==> src/rtl/multi_clk_en_gen_pkg.sv <==
// rtl/multi_clk_en_gen_pkg.sv - shared state type and constants for the clock-enable generator
package multi_clk_en_gen_pkg;

    typedef enum logic [1:0] {
        HOLD = 2'd0,
        IDLE = 2'd1,
        RUN  = 2'd2
    } state_t;

    localparam int STAT_W = 32;

endpackage

==> src/rtl/clk_en_chan.sv <==
// rtl/clk_en_chan.sv - one divided-clock channel: shadow value, counter, toggle, clk_en pulse
// Optional toggle statistics under MULTI_CLK_EN_GEN_STAT_EN.
module clk_en_chan
    import multi_clk_en_gen_pkg::*;
#(
    parameter int CNT_W = 16
) (
    input  logic              clock,
    input  logic              rst,
    input  logic              load,
    input  logic              run,
    input  logic [CNT_W-1:0]  half_period,
    output logic              div_clk,
    output logic              clk_en
`ifdef MULTI_CLK_EN_GEN_STAT_EN
    ,
    output logic [STAT_W-1:0] toggle_cnt
`endif
);

    logic [CNT_W-1:0] shadow;
    logic [CNT_W-1:0] cnt;
    logic [CNT_W-1:0] last;
    logic             active;
    logic             toggle;

    // last is only meaningful when shadow is non-zero, so the subtract never underflows in use
    assign last   = shadow - CNT_W'(1);
    assign active = run && (shadow != '0);
    assign toggle = active && (cnt == last);

    always_ff @(posedge clock or posedge rst) begin
        if (rst) begin
            shadow  <= '0;
            cnt     <= '0;
            div_clk <= 1'b0;
            clk_en  <= 1'b0;
        end else begin
            if (load) begin
                shadow <= half_period;
            end
            if (!active) begin
                cnt     <= '0;
                div_clk <= 1'b0;
                clk_en  <= 1'b0;
            end else if (toggle) begin
                cnt     <= '0;
                div_clk <= ~div_clk;
                clk_en  <= 1'b1;
            end else begin
                cnt     <= cnt + CNT_W'(1);
                clk_en  <= 1'b0;
            end
        end
    end

`ifdef MULTI_CLK_EN_GEN_STAT_EN
    always_ff @(posedge clock or posedge rst) begin
        if (rst) begin
            toggle_cnt <= '0;
        end else if (load) begin
            toggle_cnt <= '0;
        end else if (toggle && (toggle_cnt != '1)) begin
            toggle_cnt <= toggle_cnt + STAT_W'(1);
        end
    end
`endif

endmodule

==> src/rtl/multi_clk_en_gen.sv <==
// rtl/multi_clk_en_gen.sv - multi-channel clock-enable generator with stretched reset
// Optional toggle_cnt statistics port under MULTI_CLK_EN_GEN_STAT_EN.
module multi_clk_en_gen
    import multi_clk_en_gen_pkg::*;
#(
    parameter int CH_NUM   = 4,
    parameter int CNT_W    = 16,
    parameter int RST_HOLD = 16
) (
    input  logic                     clock,
    input  logic                     rst,
    input  logic                     enable,
    input  logic                     load,
    input  logic [CH_NUM*CNT_W-1:0]  half_period,
    output logic [CH_NUM-1:0]        div_clk,
    output logic [CH_NUM-1:0]        clk_en,
    output logic                     sys_rst,
    output logic                     running
`ifdef MULTI_CLK_EN_GEN_STAT_EN
    ,
    output logic [CH_NUM*STAT_W-1:0] toggle_cnt
`endif
);

    localparam logic [7:0] HOLD_LAST = 8'(RST_HOLD - 1);

    state_t     state;
    state_t     state_nxt;
    logic [7:0] hold_cnt;
    logic [7:0] hold_cnt_nxt;
    logic       run_ch;

    always_ff @(posedge clock or posedge rst) begin
        if (rst) begin
            state    <= HOLD;
            hold_cnt <= '0;
            sys_rst  <= 1'b1;
        end else begin
            state    <= state_nxt;
            hold_cnt <= hold_cnt_nxt;
            sys_rst  <= (state_nxt == HOLD);
        end
    end

    always_comb begin
        state_nxt    = state;
        hold_cnt_nxt = hold_cnt;
        case (state)
            HOLD: begin
                if (hold_cnt == HOLD_LAST) begin
                    state_nxt    = IDLE;
                    hold_cnt_nxt = '0;
                end else begin
                    hold_cnt_nxt = hold_cnt + 8'd1;
                end
            end
            IDLE: if (enable)  state_nxt = RUN;
            RUN:  if (!enable) state_nxt = IDLE;
            default: state_nxt = HOLD;
        endcase
    end

    assign running = (state == RUN);

    // Channels clear on the same edge that leaves RUN or reloads, so the next cycle is already phase zero
    assign run_ch = (state == RUN) && enable && !load;

    for (genvar i = 0; i < CH_NUM; i++) begin : g_chan
        clk_en_chan #(
            .CNT_W(CNT_W)
        ) u_chan (
            .clock       (clock),
            .rst         (rst),
            .load        (load),
            .run         (run_ch),
            .half_period (half_period[i*CNT_W +: CNT_W]),
            .div_clk     (div_clk[i]),
            .clk_en      (clk_en[i])
`ifdef MULTI_CLK_EN_GEN_STAT_EN
            ,
            .toggle_cnt  (toggle_cnt[i*STAT_W +: STAT_W])
`endif
        );
    end

endmodule

==> config.mk <==
export PLATFORM = sky130hd
export DESIGN_NAME = multi_clk_en_gen
export DESIGN_NICKNAME = d
export VERILOG_FILES = /design/src/rtl/multi_clk_en_gen_pkg.sv /design/src/rtl/clk_en_chan.sv /design/src/rtl/multi_clk_en_gen.sv
export SDC_FILE = /design/constraint.sdc
export NUM_CORES = 1
export LEC_CHECK = 0
export ABC_AREA = 0
export BUFFER_PORTS_ARGS = -buffer_cell sky130_fd_sc_hd__buf_2
export CAP_MARGIN = 20
export CORE_ASPECT_RATIO = 1.2
export CORE_MARGIN = 2
export CORE_UTILIZATION = 54
export CTS_CLUSTER_SIZE = 40
export DETAILED_ROUTE_END_ITERATION = 16
export GPL_TIMING_DRIVEN = 0
export HOLD_SLACK_MARGIN = 0.15
export PLACE_DENSITY = 0.77
export SYNTH_ARGS = -nofsm -noshare
export SYNTH_HDL_FRONTEND = slang
export SYNTH_HIERARCHICAL = 1
export SYNTH_SLANG_ARGS = --single-unit
==> constraint.sdc <==
create_clock -name clock -period 2.7 [get_ports clock]
set_input_delay 0.54 -clock clock [delete_from_list [all_inputs] [get_ports clock]]
set_output_delay 0.54 -clock clock [all_outputs]
set_load 0.005 [all_outputs]
# Yosys cells after proc, flatten, opt, wreduce, memory -nomap -nowiden
# Index checks and enable logic that the tools add are counted.
op_classes:
  n_eq_ne: 11
  mux: 29
  n_addsub: 9
  reduce_logical: 17
  bitwise_logic: 4
ops:
  columns: ["operator", "count"]
  rows:
  - ["16-bit 2-to-1 mux", 8]
  - ["16-bit by 1-bit adder with 16-bit output, second input constant", 4]
  - ["16-bit equality test", 4]
  - ["16-bit nonzero test", 4]
  - ["16-bit by 1-bit subtractor with 16-bit output, second input constant", 4]
  - ["1-bit 2-to-1 mux", 16]
  - ["1-bit logical AND", 10]
  - ["8-bit by 1-bit adder with 8-bit output, second input constant", 1]
  - ["8-bit by 4-bit equality test with 1-bit output, second input constant", 1]
  - ["8-bit 2-to-1 mux", 1]
  - ["2-bit != test, second input constant", 4]
  - ["2-bit 2-to-1 mux", 3]
  - ["2-bit case mux with 3 select lines", 1]
  - ["2-bit zero test", 2]
  - ["1-bit NOT", 4]
  - ["2-bit by 1-bit equality test with 1-bit output, second input constant", 1]
  - ["2-bit equality test, second input constant", 1]
  - ["1-bit zero test", 1]
totals:
  inputBits: 68
  register_bits: 147
  wordCells: 89

# Logic depth before layout (Yosys ltp)
logic_depth:
  word_depth: 7
  depth_mapped: 10

# By module
# Netlist, hierarchy kept.
modules_own_cells:
  columns: ["mod", "cells_per_inst", "seq_area_each_um2", "n_inst", "area_each_um2"]
  rows:
  - ["clk_en_chan at g_chan[1].u_chan ...", 191, 850.8, 3, 1986.9]
  - ["clk_en_chan at g_chan[0].u_chan", 205, 850.8, 1, 2057.0]
  - ["multi_clk_en_gen", 53, 276.5, 1, 543.0]

# Least setup slack after synthesis
# OpenSTA, ideal clock, no wires.
synth_timing:
  path_kind: "reg2reg"
  startpoint: "register g_chan[1].u_chan.shadow[0]"
  endpoint: "register g_chan[1].u_chan.cnt[6]"
  path_buffers: 2
  path_stages_with_launch: 11
  arrival_ps: 2492
  path_slack_ps: 61
  synth_period_minus_slack_ps: 2639
  required_time_ps: 2554
  path_cell_list: "dfrtp_1 inv_1 ha_1 clkbuf_1 o21ba_1 a221o_1 a221oi_1 o2111ai_2 nor3_2 buf_4 nor3_1"
synth_between:
  elab_chain_cells: 5
synth_lines:
  columns: ["item", "line", "source"]
  rows:
  - ["from (decl)", "clk_en_chan.sv:21", "logic [CNT_W-1:0] shadow;"]
  - ["from (signal assigned)", "clk_en_chan.sv:40", "shadow <= half_period;"]
  - ["16-bit by 1-bit subtractor with 16-bit output / 16-bit nonzero test (equally long branches)", "clk_en_chan.sv:28, clk_en_chan.sv:29", null]
  - ["16-bit equality test / 1-bit logical AND (equally long branches)", "clk_en_chan.sv:30, clk_en_chan.sv:29", null]
  - ["1-bit logical AND", "clk_en_chan.sv:30", "assign toggle = active && (cnt == last);"]
  - ["16-bit 2-to-1 mux", "clk_en_chan.sv:46", "end else if (toggle) begin"]
  - ["16-bit 2-to-1 mux *", "clk_en_chan.sv:42", "if (!active) begin"]
  - ["to (signal assigned)", "clk_en_chan.sv:51", "cnt <= cnt + CNT_W'(1);"]
  - ["to (decl)", "clk_en_chan.sv:22", "logic [CNT_W-1:0] cnt;"]
# Every way passes the cells marked *; elsewhere a longest branch is shown, timed or not.
# A chain may end at the register's enable or synchronous reset.

# Final worst setup path
layout_timing:
  startpoint: "register state[0]"
  endpoint: "register g_chan[0].u_chan.cnt[9]"
layout_between:
  elab_chain_cells: 7
layout_lines:
  columns: ["item", "line", "source"]
  rows:
  - ["from (decl)", "multi_clk_en_gen.sv:27", "state_t state;"]
  - ["from (signal assigned)", "multi_clk_en_gen.sv:39", "state <= state_nxt;"]
  - ["2-bit equality test *", "multi_clk_en_gen.sv:66", "assign run_ch = (state == RUN) && enable && !load;"]
  - ["1-bit logical AND * (2 in series)", "multi_clk_en_gen.sv:66", null]
  - ["net run_ch", "multi_clk_en_gen.sv:31", "logic run_ch;"]
  - ["1-bit logical AND *", "clk_en_chan.sv:29", "assign active = run && (shadow != '0);"]
  - ["1-bit logical AND", "clk_en_chan.sv:30", null]
  - ["16-bit 2-to-1 mux", "clk_en_chan.sv:46", null]
  - ["16-bit 2-to-1 mux *", "clk_en_chan.sv:42", null]
  - ["to (signal assigned)", "clk_en_chan.sv:51", null]
  - ["to (decl)", "clk_en_chan.sv:22", null]
# Mark *: on every way through the listed nets, which the timed path passes. The rest lies on a longest branch.

==> summary.txt <==
Die
  – Initial Util: 0.550
  – DIE AREA: roughly 17000 µm²
  – Core footprint: 15600 µm²
  – Die height: ~140 µm
  – Placement row count: 50
  – Ports: 78
  – Die W: about 120 µm

Timing
  – Max_slew headroom: 0.278
  – Final hold vios: 0
  – Worst setup margin: 0.0520 ns
  – Max-slew violation count: 0
  – Slew @ Worst Pin: roughly 1.1 ns
  – Post-layout minimum cycle time: around 2.6 ns
  – Period utilization: 0.981
  – Worst Skew: slightly below 0.01 ns
  – Setup-failing EPs final: 0
  – Fmax: approximately 0.38 GHz

CTS
  – CTS tree: yes
  – Maximum clock insertion buffer count: 2
  – H-Tree Depth: 4
  – Worst-Skew Late Latency: around 0.43 ns
  – CTS clock-pin slew for the worst setup and hold paths: roughly 0.06 ns
  – Num CTS Buffers: 17
  – Clk sink count: roughly 150
  – Root Driver: clkbuf_16

Drt
  – Post-DR vias/cell: between 5 and 6
  – Vias: between 6000 and 7000
  – DRT antenna net count: 0
  – Routed len/inst: between 15 and 20 µm
  – Routed WL: approximately 20 mm
  – 1st-iter DRT viols: 389
  – Drt drc: 0
  – Pre-Repair DR Iteration Count: 5

Yosys
  – Mapped cell area: 8560 µm²
  – Sequential area share after synthesis: 0.430
  – Warnings from Yosys: 6
  – Cells after synthesis: between 800 and 900
  – Synth async-reset ratio: 1.00
  – Post-synth EDFFs: 0
  – Distinct cells, synth: 67
  – Yosys reg bits: between 100 and 150
  – Avg Synthesized Cell Area: between 10 and 15 µm²
  – Post-Syn Nets: about 910
  – Post-synth top flop: dfrtp_1

Pwr
  – Switching pwr: around 0.0017 W
  – Power share of the sequential group: 0.422
  – Static leakage: about 4.3 nW
  – Pint: 0.00443 W
  – Share of total power in the clock network: 0.417
  – Switch share: 0.272
  – Worst vdd ir: 0.465 mV
  – Cell Pwr Density: approximately 590 nW/µm²
  – Comb pwr share: 0.161

GRT
  – Total grt overflow: 0
  – Routing usage on met2: 0.409
  – Vias in the first global route: 6632
  – GRT met3 Usage: 0.0470
  – GR Layer Usage met1: 0.293
  – GR peak layer: met2
  – Antenna violations before repair: 0
  – GRT Util Overall: 0.237
  – Pin count of the biggest net entering global routing: 23
  – First-pass GRT wire length: 32.0 mm

Final layout
  – Synth-to-layout area growth: 19.8%
  – # nets final: ~1000
  – Fill count: 1175
  – Footprint of the multi-input gates: 4800 µm²
  – Diode count: 0
  – Layout cell share with drive strength beyond 1: 0.264
  – Design area: 10300 µm²
  – Register area: approximately 3700 µm²
  – Non-filler cells, final: approximately 1200

Run status
  – Outcome: complete, no violations

Critical path
  – CP max FO: 10
  – R2R Setup Slk: a little over 0.05 ns
  – CP endpoint kind: register
  – Worst setup SP type: register
  – CP startpoint: state[0]$_DFF_PP0_
  – Worst EP required: slightly above 3 ns
  – Kind of critical path: reg -> reg
  – Arr. time, crit path: 3.01 ns
  – Reg2reg start: state[0]$_DFF_PP0_

Flow run
  – Max cap viols: 0

Min path
  – Hold crit path type: in -> async

Place
  – PortBufs: a little under 80
  – Placed cells: 1121
  – Setup WS pre-CTS: -0.568 ns
  – Post-DP Area: around 9300 µm²
  – Dpl hpwl: between 10 and 15 mm
  – Final Wtd Congestion: approximately 0.84
-- synthesized netlist by cell type (4+ instances only) --
cell type  instances  area, µm²
xnor2_1           71        622
nand3b_1           4       30.0
nor2b_1            5       31.3
dfrtp_1          146       3650
nand2_1           43        161
and3_1            18        113
a32oi_1            4       35.0
inv_1             21       78.8
or2_2              5       31.3
or4_4              4       45.0
clkbuf_1          25       93.8
ha_1              13        163
and4_1             4       35.0
o21ai_0           23        115
nor2_1            57        214
nor3_1            61        305
nor3b_1            7       52.6
mux2_2            56        631
nor3_2             5       50.1
or3_1             11       68.8
and2_1             9       56.3
nand3_1           33        165
nand2b_1           8       50.1
nor4_1            13       81.3
xor2_1            70        613
nand4_1           22        138
a211oi_2           4       50.1
a21oi_1            7       35.0
nand4b_1           4       35.0
a41o_1             4       40.0
-- power groups by stage --
stage | clock [W] | combinational (W) | sequential [W]
detailed placement | 0 | 0.000910 | 0.00260
global route | 0.00267 | 0.00108 | 0.00259
floorplan | 0 | 0.000686 | 0.00254
CTS | 0.00258 | 0.000947 | 0.00256
global placement | 0 | 0.000857 | 0.00259
finish | 0.00254 | 0.000979 | 0.00257
-- through the flow --
| stage | util | setup TNS [ns] | hold slack, ns | power (W) |
|---|---|---|---|---|
| 2_1_floorplan | - | 0 | 0.392 | 0.00323 |
| 3_3_place_gp | 0.591 | -23.31 | 0.487 | 0.00345 |
| 3_5_place_dp | 0.599 | -20.39 | 0.485 | 0.00351 |
| 4_1_cts | 0.651 | 0 | 0.162 | 0.00609 |
| 5_1_grt | 0.659 | -0.0194 | 0.191 | 0.00635 |
| 6_report | 0.659 | 0 | 0.154 | 0.00608 |
-- critical path, stage by stage, from the launching register on --
cell and delay, ns:
dfrtp_1 0.42, nand2b_1 0.21, nor3b_1 0.88, buf_4 0.30, o21ai_0 0.20, a31o_4 0.30, buf_6 0.15, nor2_1 0.11
-- path summary, 6_finish.rpt --
path / to / depth (start not counted)
max in group asynchronous: g_chan[2].u_chan/cnt[14]$_DFF_PP0_ / 3
min in group clock: g_chan[1].u_chan/shadow[0]$_DFFE_PP0P_ / 3
max: g_chan[0].u_chan/cnt[9]$_DFF_PP0_ / 7
max reg2reg: g_chan[0].u_chan/cnt[9]$_DFF_PP0_ / 7
min: hold_cnt[4]$_DFFE_PP0N_ / 2
min reg2reg: hold_cnt[7]$_DFFE_PP0N_ / 1
-- cell usage in the layout (no fill, tap or decap), drive strengths merged, types with 5 or more instances in the layout --
cell type	Yosys	routed
dfrtp	146	146
buf	6	109
xnor2	71	71
xor2	70	70
nor3	66	66
nor2	58	58
mux2	56	56
nand2	43	43
clkbuf	25	42
nand3	33	33
o21ai	23	23
inv	21	23
nand4	22	22
and3	18	18
nor4	14	14
ha	13	13
or3	12	12
and2	9	9
nand2b	8	8
a21oi	8	8
nor3b	7	7
or4	7	7
a211oi	7	7
o31ai	6	6
or2	5	5
nor2b	5	5
-- sequential cells by signal, indices dropped and copies added, names as in the netlist --
signal,flops
g_chan.u_chan/cnt,64
g_chan.u_chan/shadow,64
hold_cnt,8
g_chan.u_chan/clk_en,4
g_chan.u_chan/div_clk,4
state,2
sys_rst,1
-- layout make-up --
cell class / count / share of cell area
clock buffers: 20 / 0.0445
multi-input cells: 632 / 0.468
plain buffers: 31 / 0.0159
inverters: 21 / 0.00768
repair buffers: 100 / 0.0622
clock inverters: 12 / 0.0171
well taps: 208 / 0.0254
flip-flops and latches: 147 / 0.359
-- per-layer routing --
metal / vias up / share of wire
met5: - / 0
met4: 0 / 0.025
met3: 40 / 0.040
met2: 179 / 0.50
met1: 3305 / 0.43
li1: 3228 / -
-- logic make-up after synthesis --
kind of cell,count (synthesis),share of synthesized area
adders and majority gates,13,0.0190
buffers and inverters,52,0.0260
muxes,58,0.0760
xor gates and xnor gates,144,0.152
DFF,147,0.430
and+or+nand+nor,323,0.207
AOI/OAI and AO/OA,94,0.0900
-- repair_timing --
| item | in CTS | in global routing |
|---|---|---|
| cloned | 0 | 0 |
| hold buffers | 0 | 0 |
| endpoints found under the setup margin | 52 | 57 |
| pin swaps | 6 | 11 |
| gates resized for setup | 18 | 25 |
| setup buffers | 13 | 5 |
No activity file was read; power rests on OpenSTA's default activity.
